===== config.mk =====
export PLATFORM = sky130hd
export DESIGN_NAME = rf_op_sequencer_flat
export DESIGN_NICKNAME = d
export VERILOG_FILES = /design/src/rtl/rf_op_sequencer_if.sv /design/src/rtl/rf_op_sequencer.sv /design/src/flat_wrapper.sv
export SDC_FILE = /design/constraint.sdc
export NUM_CORES = 1
export LEC_CHECK = 0
export CORE_MARGIN = 2
export CORE_UTILIZATION = 53
export CTS_BUF_LIST = sky130_fd_sc_hd__clkbuf_8 sky130_fd_sc_hd__clkbuf_16
export DETAILED_ROUTE_END_ITERATION = 16
export PLACE_DENSITY_LB_ADDON = 0.1
export SLEW_MARGIN = 20
export SYNTH_ARGS = -nofsm -noshare
export SYNTH_HDL_FRONTEND = slang
export SYNTH_SLANG_ARGS = --single-unit

===== constraint.sdc =====
create_clock -name clk -period 4.45 [get_ports clk]
set_input_delay 0.89 -clock clk [delete_from_list [all_inputs] [get_ports clk]]
set_output_delay 0.89 -clock clk [all_outputs]
set_load 0.005 [all_outputs]

===== src/rtl/rf_op_sequencer_if.sv =====
// Instruction handshake and register-file access bundle for rf_op_sequencer.
// slave: the sequencer; master: the instruction producer together with the register file.
interface rf_op_sequencer_if #(
    parameter int DW = 4,
    parameter int AW = 4
);
    logic          in_valid;
    logic [15:0]   in_instr;
    logic          in_ready;
    logic [AW-1:0] rf_rr1;
    logic [AW-1:0] rf_rr2;
    logic [DW-1:0] rf_rd1;
    logic [DW-1:0] rf_rd2;
    logic          rf_we;
    logic [AW-1:0] rf_wr;
    logic [DW-1:0] rf_wdata;
    logic          done;
    logic          err;
    logic          carry;

    modport master (
        output in_valid, in_instr, rf_rd1, rf_rd2,
        input  in_ready, rf_rr1, rf_rr2, rf_we, rf_wr, rf_wdata, done, err, carry
    );

    modport slave (
        input  in_valid, in_instr, rf_rd1, rf_rd2,
        output in_ready, rf_rr1, rf_rr2, rf_we, rf_wr, rf_wdata, done, err, carry
    );
endinterface


===== src/rtl/rf_op_sequencer.sv =====
// Micro-op sequencer: read two registers, run a DW-bit ALU op, write the result back.
// Optional RFSEQ_LDI_FAST_EN: LDI jumps from accept straight to write-back.
//
// state | meaning
// IDLE  | in_ready high, waiting for an instruction
// RD    | register file is registering the read addresses
// EX    | read data valid; ALU result, write address and carry captured
// WB    | rf_we/done/err presented for one cycle
module rf_op_sequencer #(
    parameter int DW = 4,
    parameter int AW = 4
) (
    input logic            clk,
    input logic            reset,
    rf_op_sequencer_if.slave bus
);

    typedef enum logic [1:0] {IDLE, RD, EX, WB} state_t;

    localparam logic [3:0] OP_NOP = 4'd0;
    localparam logic [3:0] OP_ADD = 4'd1;
    localparam logic [3:0] OP_SUB = 4'd2;
    localparam logic [3:0] OP_AND = 4'd3;
    localparam logic [3:0] OP_OR  = 4'd4;
    localparam logic [3:0] OP_XOR = 4'd5;
    localparam logic [3:0] OP_MOV = 4'd6;
    localparam logic [3:0] OP_LDI = 4'd7;
    localparam logic [3:0] OP_SHL = 4'd8;
    localparam logic [3:0] OP_SHR = 4'd9;

    state_t        state;
    logic [3:0]    op_q;
    logic [3:0]    rd_q;
    logic [3:0]    imm_q;
    logic          in_ready_q;
    logic [AW-1:0] rr1_q;
    logic [AW-1:0] rr2_q;
    logic          we_q;
    logic [AW-1:0] wr_q;
    logic [DW-1:0] wdata_q;
    logic          done_q;
    logic          err_q;
    logic          carry_q;

    logic [3:0] in_op;
    logic [3:0] in_rd;
    logic [3:0] in_rs1;
    logic [3:0] in_rs2;
    logic       accept;

    assign in_op  = bus.in_instr[15:12];
    assign in_rd  = bus.in_instr[11:8];
    assign in_rs1 = bus.in_instr[7:4];
    assign in_rs2 = bus.in_instr[3:0];
    assign accept = bus.in_valid && in_ready_q;

    logic [DW-1:0] op_a;
    logic [DW-1:0] op_b;
    logic [DW:0]   sum;
    logic [DW:0]   diff;
    logic [DW-1:0] alu_res;
    logic          alu_carry;
    logic          alu_we;
    logic          alu_err;

    // A (DW+1)-bit difference wraps into bit DW exactly when A < B, giving the borrow.
    always_comb begin
        op_a      = bus.rf_rd1;
        op_b      = bus.rf_rd2;
        sum       = {1'b0, op_a} + {1'b0, op_b};
        diff      = {1'b0, op_a} - {1'b0, op_b};
        alu_res   = '0;
        alu_carry = carry_q;
        alu_we    = 1'b1;
        alu_err   = 1'b0;
        case (op_q)
            OP_NOP: alu_we = 1'b0;
            OP_ADD: begin
                alu_res   = sum[DW-1:0];
                alu_carry = sum[DW];
            end
            OP_SUB: begin
                alu_res   = diff[DW-1:0];
                alu_carry = diff[DW];
            end
            OP_AND: alu_res = op_a & op_b;
            OP_OR:  alu_res = op_a | op_b;
            OP_XOR: alu_res = op_a ^ op_b;
            OP_MOV: alu_res = op_a;
            OP_LDI: alu_res = DW'(imm_q);
            OP_SHL: begin
                alu_res   = op_a << 1;
                alu_carry = op_a[DW-1];
            end
            OP_SHR: begin
                alu_res   = op_a >> 1;
                alu_carry = op_a[0];
            end
            default: begin
                alu_we  = 1'b0;
                alu_err = 1'b1;
            end
        endcase
    end

    always_ff @(posedge clk or posedge reset) begin
        if (reset) begin
            state      <= IDLE;
            op_q       <= '0;
            rd_q       <= '0;
            imm_q      <= '0;
            in_ready_q <= 1'b1;
            rr1_q      <= '0;
            rr2_q      <= '0;
            we_q       <= 1'b0;
            wr_q       <= '0;
            wdata_q    <= '0;
            done_q     <= 1'b0;
            err_q      <= 1'b0;
            carry_q    <= 1'b0;
        end else begin
            we_q   <= 1'b0;
            done_q <= 1'b0;
            err_q  <= 1'b0;
            case (state)
                IDLE: begin
                    if (accept) begin
                        op_q       <= in_op;
                        rd_q       <= in_rd;
                        imm_q      <= in_rs2;
                        rr1_q      <= AW'(in_rs1);
                        rr2_q      <= AW'(in_rs2);
                        in_ready_q <= 1'b0;
`ifdef RFSEQ_LDI_FAST_EN
                        // The immediate needs no register read, so write it back directly.
                        if (in_op == OP_LDI) begin
                            wdata_q <= DW'(in_rs2);
                            wr_q    <= AW'(in_rd);
                            we_q    <= 1'b1;
                            done_q  <= 1'b1;
                            state   <= WB;
                        end else begin
                            state <= RD;
                        end
`else
                        state <= RD;
`endif
                    end
                end
                RD: state <= EX;
                EX: begin
                    wdata_q <= alu_res;
                    wr_q    <= AW'(rd_q);
                    we_q    <= alu_we;
                    done_q  <= 1'b1;
                    err_q   <= alu_err;
                    carry_q <= alu_carry;
                    state   <= WB;
                end
                WB: begin
                    in_ready_q <= 1'b1;
                    state      <= IDLE;
                end
                default: state <= IDLE;
            endcase
        end
    end

    assign bus.in_ready = in_ready_q;
    assign bus.rf_rr1   = rr1_q;
    assign bus.rf_rr2   = rr2_q;
    assign bus.rf_we    = we_q;
    assign bus.rf_wr    = wr_q;
    assign bus.rf_wdata = wdata_q;
    assign bus.done     = done_q;
    assign bus.err      = err_q;
    assign bus.carry    = carry_q;

endmodule


===== src/flat_wrapper.sv =====
// flat-port wrapper written by rule: the top's interface ports become plain ports
module rf_op_sequencer_flat 
#(
    parameter int DW = 4,
    parameter int AW = 4
)
  (clk, reset, bus_in_valid, bus_in_instr, bus_rf_rd1, bus_rf_rd2, bus_in_ready, bus_rf_rr1, bus_rf_rr2, bus_rf_we, bus_rf_wr, bus_rf_wdata, bus_done, bus_err, bus_carry);
  rf_op_sequencer_if #(.DW(DW), .AW(AW)) bus_i ();
  input logic clk;
  input logic reset;
  input wire logic [$bits(bus_i.in_valid)-1:0] bus_in_valid;
  input wire logic [$bits(bus_i.in_instr)-1:0] bus_in_instr;
  input wire logic [$bits(bus_i.rf_rd1)-1:0] bus_rf_rd1;
  input wire logic [$bits(bus_i.rf_rd2)-1:0] bus_rf_rd2;
  output wire logic [$bits(bus_i.in_ready)-1:0] bus_in_ready;
  output wire logic [$bits(bus_i.rf_rr1)-1:0] bus_rf_rr1;
  output wire logic [$bits(bus_i.rf_rr2)-1:0] bus_rf_rr2;
  output wire logic [$bits(bus_i.rf_we)-1:0] bus_rf_we;
  output wire logic [$bits(bus_i.rf_wr)-1:0] bus_rf_wr;
  output wire logic [$bits(bus_i.rf_wdata)-1:0] bus_rf_wdata;
  output wire logic [$bits(bus_i.done)-1:0] bus_done;
  output wire logic [$bits(bus_i.err)-1:0] bus_err;
  output wire logic [$bits(bus_i.carry)-1:0] bus_carry;
  assign bus_i.in_valid = bus_in_valid;
  assign bus_i.in_instr = bus_in_instr;
  assign bus_i.rf_rd1 = bus_rf_rd1;
  assign bus_i.rf_rd2 = bus_rf_rd2;
  assign bus_in_ready = bus_i.in_ready;
  assign bus_rf_rr1 = bus_i.rf_rr1;
  assign bus_rf_rr2 = bus_i.rf_rr2;
  assign bus_rf_we = bus_i.rf_we;
  assign bus_rf_wr = bus_i.rf_wr;
  assign bus_rf_wdata = bus_i.rf_wdata;
  assign bus_done = bus_i.done;
  assign bus_err = bus_i.err;
  assign bus_carry = bus_i.carry;
  rf_op_sequencer #(.DW(DW), .AW(AW)) u_core (.clk(clk), .reset(reset), .bus(bus_i));
endmodule

# Word level (Yosys, flattened, before mapping)
# Cells that the tools add are included.
[op_classes]
n_eq_ne = 13
n_addsub = 2
bitwise_logic = 3
muxes = 11
n_reduce_logical = 10
[ops]
columns = ["op", "n"]
rows = [
  ["$pmux W4 S9", 1],
  ["$eq A4 B3 Y1 const B", 4],
  ["$reduce_or A10 Y1", 1],
  ["$reduce_or A9 Y1", 1],
  ["$eq A4 B2 Y1 const B", 2],
  ["$eq A4 B4 Y1 const B", 2],
  ["$pmux W2 S4", 1],
  ["$mux W1", 6],
  ["$reduce_and A2 Y1", 3],
  ["$add A4 B4 Y5", 1],
  ["$sub A4 B4 Y5", 1],
  ["$and A4 B4 Y4", 1],
  ["$eq A2 B2 Y1 const B", 2],
  ["$eq A4 B1 Y1 const B", 1],
  ["$logic_not A4 Y1", 1],
  ["$or A4 B4 Y4", 1],
  ["$pmux W1 S4", 1],
  ["$reduce_bool A4 Y1", 1],
  ["$xor A4 B4 Y4", 1],
  ["$eq A2 B1 Y1 const B", 1],
  ["$logic_not A2 Y1", 1],
  ["$mux W2", 1],
  ["$ne A2 B1 Y1 const B", 1],
  ["$pmux W1 S2", 1],
  ["2 further kinds", 2],
]
[totals]
ff_bits = 31

# Longest topological paths before layout
# Gate-level depths: netlist (run 1).
[depth]
ltp_word = 4
mapped_depth = 9

# Worst setup path before layout (run 1)
# No wires, ideal clock.
[synth_path]
kind = "input -> register"
from = "input bus_rf_rd2[0]"
to = "register u_core.wdata_q[1] (netlist: u_core.bus.rf_wdata[1])"
setup_time_ns = 0.126
t_arrival_ns = 2.349
n_path_buf = 0
required_ns = 4.324
stages = 6
slack_ns = 1.975
path_cell_list = "ha_1 -> fa_1 -> mux2_4 -> a221oi_2 -> nor3_1 -> a221o_1"
[synth_between]
elab_chain_len = 2
elab_cells_between_ends = 3
[synth_lines]
columns = ["element", "line", "rtl"]
rows = [
  ["from (decl)", "flat_wrapper.sv:14", "input wire logic [$bits(bus_i.rf_rd2)-1:0] bus_rf_rd2;"],
  ["$sub A4 B4 Y5 / $add A4 B4 Y5 (equally long branches)", "rf_op_sequencer.sv:71, rf_op_sequencer.sv:70", ""],
  ["$pmux W4 S9 (*)", "rf_op_sequencer.sv:76", "case (op_q)"],
  ["to (signal assigned)", "rf_op_sequencer.sv:152", "wdata_q <= alu_res;"],
  ["to (decl)", "rf_op_sequencer.sv:40", "logic [DW-1:0] wdata_q;"],
]
# Every way passes the cells marked *; elsewhere a longest branch is shown, timed or not.
# A chain may end at the register's enable or synchronous reset.

# Final worst setup path (run 1)
[layout_path]
from = "input bus_rf_rd1[0]"
to = "register u_core.wdata_q[1] (netlist: u_core.bus.rf_wdata[1])"
[layout_between]
elab_chain_len = 2
elab_cells_between_ends = 3
[layout_lines]
columns = ["element", "line", "rtl"]
rows = [
  ["from (decl)", "flat_wrapper.sv:13", "input wire logic [$bits(bus_i.rf_rd1)-1:0] bus_rf_rd1;"],
  ["$sub A4 B4 Y5 / $add A4 B4 Y5 (equally long branches)", "rf_op_sequencer.sv:71, rf_op_sequencer.sv:70", ""],
  ["$pmux W4 S9 (*)", "rf_op_sequencer.sv:76", ""],
]
# Marks and branches as above.

==> results of run 1 <==
[synth_stat cells (all sizes together) (2+ instances only)]
master	number	area share, %
dfrtp	30	38
mux2	22	13
inv	17	3.2
nor2	16	3.1
ha	15	9.4
a21oi	11	2.8
buf	10	4.0
nand2	10	1.9
o21ai	10	2.5
nand3	5	1.5
nor3	5	1.5
nand2b	4	1.3
nor2b	4	1.3
a31oi	3	0.94
mux2i	3	1.5
a221oi	2	1.2
a22oi	2	0.75
a32oi	2	0.88
and2b	2	0.88
fa	2	2.0
o2bb2ai	2	0.88
xnor2	2	0.88
[critical path, cell delays in order]
cell	delay (ps)
clkdlybuf4s50_1	590
ha_1	260
fa_1	440
mux2_4	280
a221oi_2	210
nor3_1	70
a221o_1	330
[per-layer routing]
layer / vias up / wire [µm]
met5: - / 0
met1: 780 / 1920
met3: 7 / 278
met4: 0 / 43
met2: 65 / 2140
li1: 763 / -
[sequential cells by signal, indices dropped and copies added (netlist names), 2 cells and up]
register,count
u_core.bus.rf_rr1,4
u_core.bus.rf_wdata,4
u_core.bus.rf_wr,4
u_core.imm_q,4
u_core.op_q,4
u_core.rd_q,4
u_core.state,2
[through the flow]
| stage | setup WS [ps] | util, % | power [mW] | hold slack, ps | std cells |
|---|---|---|---|---|---|
| after CTS | 1560 | 70.4 | 1.62 | 506 | 286 |
| after global placement | 1360 | 67.2 | 1.30 | 476 | 278 |
| after detailed placement | 1270 | 67.2 | 1.33 | 485 | 278 |
| final | 1520 | 70.4 | 1.61 | 501 | 286 |
| after floorplan | 1970 | - | 1.06 | 470 | 194 |
| after global routing | 1430 | 70.4 | 1.74 | 526 | 286 |
[cell families (layout without fill, tap and decap cells)]
| kind of cell | count (synthesis) | in the layout | share of synthesized area [%] |
|---|---|---|---|
| AOI/OAI and AO/OA | 43 | 43 | 15.1 |
| DFF | 31 | 31 | 39.0 |
| and+or+nand+nor | 47 | 47 | 11.7 |
| xor gates and xnor gates | 3 | 3 | 1.32 |
| muxes | 25 | 25 | 14.1 |
| adders and majority gates | 17 | 17 | 11.4 |
| buffers and inverters | 28 | 72 | 7.40 |
[worst min path at each step]
stage	startpoint	endpoint	cells past startpoint
6_report	u_core.rd_q[3]$_DFFE_PP0P_	u_core.rd_q[3]$_DFFE_PP0P_	1
3_3_place_gp	u_core.bus.carry$_DFFE_PP0P_	u_core.bus.carry$_DFFE_PP0P_	2
2_1_floorplan	u_core.bus.carry$_DFFE_PP0P_	u_core.bus.carry$_DFFE_PP0P_	2
5_1_grt	u_core.rd_q[1]$_DFFE_PP0P_	u_core.bus.rf_wr[1]$_DFFE_PP0P_	1
4_1_cts	u_core.rd_q[3]$_DFFE_PP0P_	u_core.rd_q[3]$_DFFE_PP0P_	1
3_5_place_dp	u_core.bus.rf_wdata[2]$_DFFE_PP0P_	u_core.bus.rf_wdata[2]$_DFFE_PP0P_	1
[power by group]
part	switching [mW]	internal [mW]
registers	0.177	0.419
clock network	0.103	0.181
logic	0.304	0.429
[area by class of cell]
| class | instances | area share [%] |
|---|---|---|
| repair buffers | 47 | 18.4 |
| multi-input cells | 135 | 41.8 |
| flip-flops and latches | 31 | 30.4 |
| well taps | 48 | 2.35 |
| clock inverters | 2 | 1.37 |
| clock buffers | 6 | 3.23 |
| inverters | 17 | 2.49 |
==> results.ini, run 1 <==
[place]
post_dp_cell_area_mm2 = 0.00244
dpl.hpwl_um = 3240
gp_congestion = 0.825
portBuffers = 47

[logic_synthesis]
ys_types = 47
netlist_instances = 194
ys_seq_area_share_pct = 39.0
syn_area_mm2 = 0.00199
synth-seq-cells = 31
synthFlopType = dfrtp_1
synth_edf_count = 0
avgSynthCellArea_um2 = 10.3
syn_nets = 238
synthArstFlopShare_pct = 100
synth_warnings = 0

[drt]
ant_nets = 0
drcViolationCount = 0
drt_iter0_drc = 77
num_vias = 1615
wl_per_cell_um = 15.3
dr.pass1.iters = 4
via_per_inst = 5.65
drt_wl_total_um = 4380

[setup_path]
cp.arrival_ps = 3080
start_kind = primary input
rrSetupSlack_ps = 2440
crit_fanout = 5
crit_type = in -> reg
critPathLaunch = bus_rf_rd1[0]
reg2regPathDepth = 5
critPathRequiredTime_ps = 4600
crit_path_end = u_core.bus.rf_wdata[1]$_DFFE_PP0P_
r2r-end = u_core.bus.rf_wdata[0]$_DFFE_PP0P_
reg2reg_from = u_core.op_q[0]$_DFFE_PP0P_
end_kind = flip-flop

[job]
max_cap_violations = 0

[finish]
mostFrequentLayoutCells = 47 x clkdlybuf4s50_1, 30 x dfrtp_1, 21 x mux2_2
area_delta_synth_final_pct = 28.3
final.fill_count = 289
drive_above_1_share_pct = 16.8
seqCellArea_um2 = 777
antennaDiodeCount = 0
multiInputGateArea_mm2 = 0.00107
final_cell_area_mm2 = 0.00256
final_common_cell = clkdlybuf4s50_1
nets = 281

[global_routing]
grt_pass1_wl_um = 7540
top_usage_layer = met2
grt_use_total_pct = 22.8
grt_use_met1_pct = 30.0
met3_usage_pct = 5.14
antenna_found_initial = 0
grt_pass1_vias = 1630
grt_overflow = 0
met2_usage_pct = 37.9
grt_max_degree = 32

[timing]
worstMarginPinSlew_ps = 804
slew_viol_final = 0
skew_ps = 9.66
fmax_ghz = 0.342
setup_violations = 0
rsz0062_at_grt = false
final.period_utilization_pct = 65.7
slew_headroom_pct = 46.4
hold_violations = 0
fin_crit_ps = 2930
tns_ps = 0

[clocking]
cts_max_path_buffers = 2
post_cts_buffers = 0
clkTransAtPathRegs_ps = 70
clk_latency_ps = 280
cts_tree = done
cts_hold_buf = 0
ctsRootBufferMaster = clkbuf_8
cts_buffers = 5
htree_num_levels = 2
clock_sinks = 31
cts_resized = 0

[floorplan]
io_pins = 48
core_mm2 = 0.00363
row_count = 22
initial_core_util_pct = 54.9
die_height_um = 65.3
die_area_mm2 = 0.00427
fp.dieW_um = 65.3

[pwr]
powerDensity_mw_per_mm2 = 631
p_leak_nw = 1.13
ir_worst_vdd_mv = 0.435

[min_path]
hp-class = reg -> reg

[status]
status = completed

Note: power is estimated with default switching activity, not from simulation.
==> inputs of run 2 (changes only) <==
--- a/config.mk
+++ b/config.mk
@@ -6,7 +6,7 @@
 export NUM_CORES = 1
 export LEC_CHECK = 0
 export CORE_MARGIN = 2
-export CORE_UTILIZATION = 53
+export CORE_UTILIZATION = 45
 export CTS_BUF_LIST = sky130_fd_sc_hd__clkbuf_8 sky130_fd_sc_hd__clkbuf_16
 export DETAILED_ROUTE_END_ITERATION = 16
 export PLACE_DENSITY_LB_ADDON = 0.1
==> constraint.sdc (replaced) <==
create_clock -name clk -period 2.6 [get_ports clk]
set_input_delay 0.52 -clock clk [delete_from_list [all_inputs] [get_ports clk]]
set_output_delay 0.52 -clock clk [all_outputs]
set_load 0.005 [all_outputs]
==> results.ini, run 2 (same netlist as run 1, synthesis figures left out) <==
[global_routing]
grt_overflow = 0
grt_pass1_wl_um = 7700
grt_pass1_vias = 1670
grt_max_degree = 24
antenna_found_initial = 0
grt_use_total_pct = 19.3

[drt]
drt_iter0_drc = 78
dr.pass1.iters = 4
wl_per_cell_um = 15.0
via_per_inst = 5.30
ant_nets = 0
num_vias = 1591
drt_wl_total_um = 4500
drcViolationCount = 0

[clocking]
htree_num_levels = 2
cts_tree = done
post_cts_buffers = 0
cts_buffers = 5
clock_sinks = 31
clkTransAtPathRegs_ps = 70
cts_resized = 0
cts_max_path_buffers = 2
ctsRootBufferMaster = clkbuf_8
cts_hold_buf = 0
clk_latency_ps = 280

[timing]
setup_violations = 0
slew_headroom_pct = 47.5
skew_ps = 5.38
fin_crit_ps = 2500
whs_ps = 489
worstMarginPinSlew_ps = 788
final.period_utilization_pct = 96.0
hold_violations = 0
slew_viol_final = 0
fmax_ghz = 0.401
rsz0062_at_grt = false

[setup_path]
reg2regPathDepth = 4
crit_path_end = u_core.bus.rf_wdata[1]$_DFFE_PP0P_
critPathRequiredTime_ps = 2760
cp_top_family = adder cells
crit_fanout = 4
slowest_stage = clkdlybuf4s50_1
r2r-end = u_core.bus.rf_wdata[1]$_DFFE_PP0P_
crit_cells = 7
rrSetupSlack_ps = 630
end_kind = flip-flop
critical-path-max-stage-delay_ps = 550
reg2reg_from = u_core.op_q[1]$_DFFE_PP0P_
path_cells = clkdlybuf4s50_1 -> ha_1 -> fa_1 -> mux2_4 -> a221oi_2 -> nor3_1 -> a221o_1
crit_type = in -> reg
cp.buffers_inverters = 1
start_kind = primary input
cp.arrival_ps = 2650
critPathLaunch = bus_rf_rd1[0]

[job]
max_cap_violations = 0

[floorplan]
die_area_mm2 = 0.00498
die_height_um = 70.6
initial_core_util_pct = 46.1
fp.dieW_um = 70.6
io_pins = 48
core_mm2 = 0.00432
row_count = 24

[place]
dpl.cell_count = 292
portBuffers = 47
post_dp_cell_area_mm2 = 0.00252
gp_congestion = 0.878
dpl.hpwl_um = 3500

[finish]
final.fill_count = 379
mostFrequentLayoutCells = 47 x clkdlybuf4s50_1, 30 x dfrtp_1, 21 x mux2_2
drive_above_1_share_pct = 19.4
stdcell_count = 300
nets = 291
antennaDiodeCount = 0
area_delta_synth_final_pct = 33.1
final_common_cell = clkdlybuf4s50_1
final_cell_area_mm2 = 0.00265

[pwr]
p_switching_mw = 0.989
p_leak_nw = 1.18
powerDensity_mw_per_mm2 = 1070
ir_worst_vdd_mv = 0.672
combPwrFrac_pct = 45.2
clkPwrFrac_pct = 19.4
power_mw = 2.84
p_sw_share_pct = 34.9
pwr-share-seq_pct = 35.4
internal-power_mw = 1.85

[min_path]
hp-start = u_core.bus.carry$_DFFE_PP0P_
hp-class = reg -> reg

[status]
status = completed

run 2: cell types whose count changed in the layout (fill, tap and decap cells not counted), sizes merged:
cell,before,now
bufinv,1,2
buf,0,10
clkbuf,6,5
clkinv,1,0
inv,17,18
run 2: area by class of cell:
class / instances / area, µm² / share of cell area, %
Timing Repair Buffer: 57 / 546 / 20.6
Multi-Input combinational cell: 135 / 1070 / 40.3
Clock inverter: 3 / 63.8 / 2.40
Inverter: 17 / 63.8 / 2.40
Clock buffer: 5 / 68.8 / 2.59
Sequential cell: 31 / 777 / 29.3
Tap cell: 52 / 65.1 / 2.45
run 2: per-layer routing:
layer / track usage [%] / wire (µm) / share of wire, % / vias up
li1: - / - / - / 783
met1: 23.2 / 1900 / 42 / 767
met2: 34.4 / 2350 / 52 / 33
met3: 4.42 / 186 / 4.1 / 8
met4: 6.50 / 62 / 1.4 / 0
met5: 0 / 0 / 0 / -
run 2: power groups by stage:
stage	sequential (mW)	combinational [mW]	clock, mW
final	1.00	1.28	0.550
after detailed placement	1.01	1.29	0
after global routing	1.05	1.42	0.594
after global placement	1.00	1.25	0
after floorplan	0.860	0.961	0
after CTS	1.01	1.30	0.566
run 2: worst min path at each step:
stage                                                    end  slack (ps)  cells past startpoint
after floorplan                 u_core.bus.carry$_DFFE_PP0P_         470                      2
after global placement          u_core.bus.carry$_DFFE_PP0P_         470                      2
after detailed placement  u_core.bus.rf_wdata[0]$_DFFE_PP0P_         480                      1
after CTS                 u_core.bus.rf_wdata[0]$_DFFE_PP0P_         500                      1
after global routing      u_core.bus.rf_wdata[0]$_DFFE_PP0P_         500                      1
final                           u_core.bus.carry$_DFFE_PP0P_         490                      2
run 2: worst min-delay path, cell delays in order (launching register included):
cell	delay, ps
dfrtp_1	340
nand2_1	50
o21ai_0	70
run 2: metrics by stage:
stage | worst slack [ps] | util, % | setup TNS (ps)
floorplan | 495 | - | 0
CTS | 87.4 | 61.4 | 0
global placement | -113 | 58.3 | -127
global route | 28.0 | 61.4 | 0
detailed placement | -192 | 58.3 | -463
finish | 105 | 61.4 | 0
==> inputs of run 3 (changes only) <==
--- a/config.mk
+++ b/config.mk
@@ -9,6 +9,7 @@
 export CORE_UTILIZATION = 45
 export CTS_BUF_LIST = sky130_fd_sc_hd__clkbuf_8 sky130_fd_sc_hd__clkbuf_16
 export DETAILED_ROUTE_END_ITERATION = 16
+export GPL_ROUTABILITY_DRIVEN = 0
 export PLACE_DENSITY_LB_ADDON = 0.1
 export SLEW_MARGIN = 20
 export SYNTH_ARGS = -nofsm -noshare
==> results of run 3 <==
The final DEF is identical to that of run 2; final timing and power are the same.
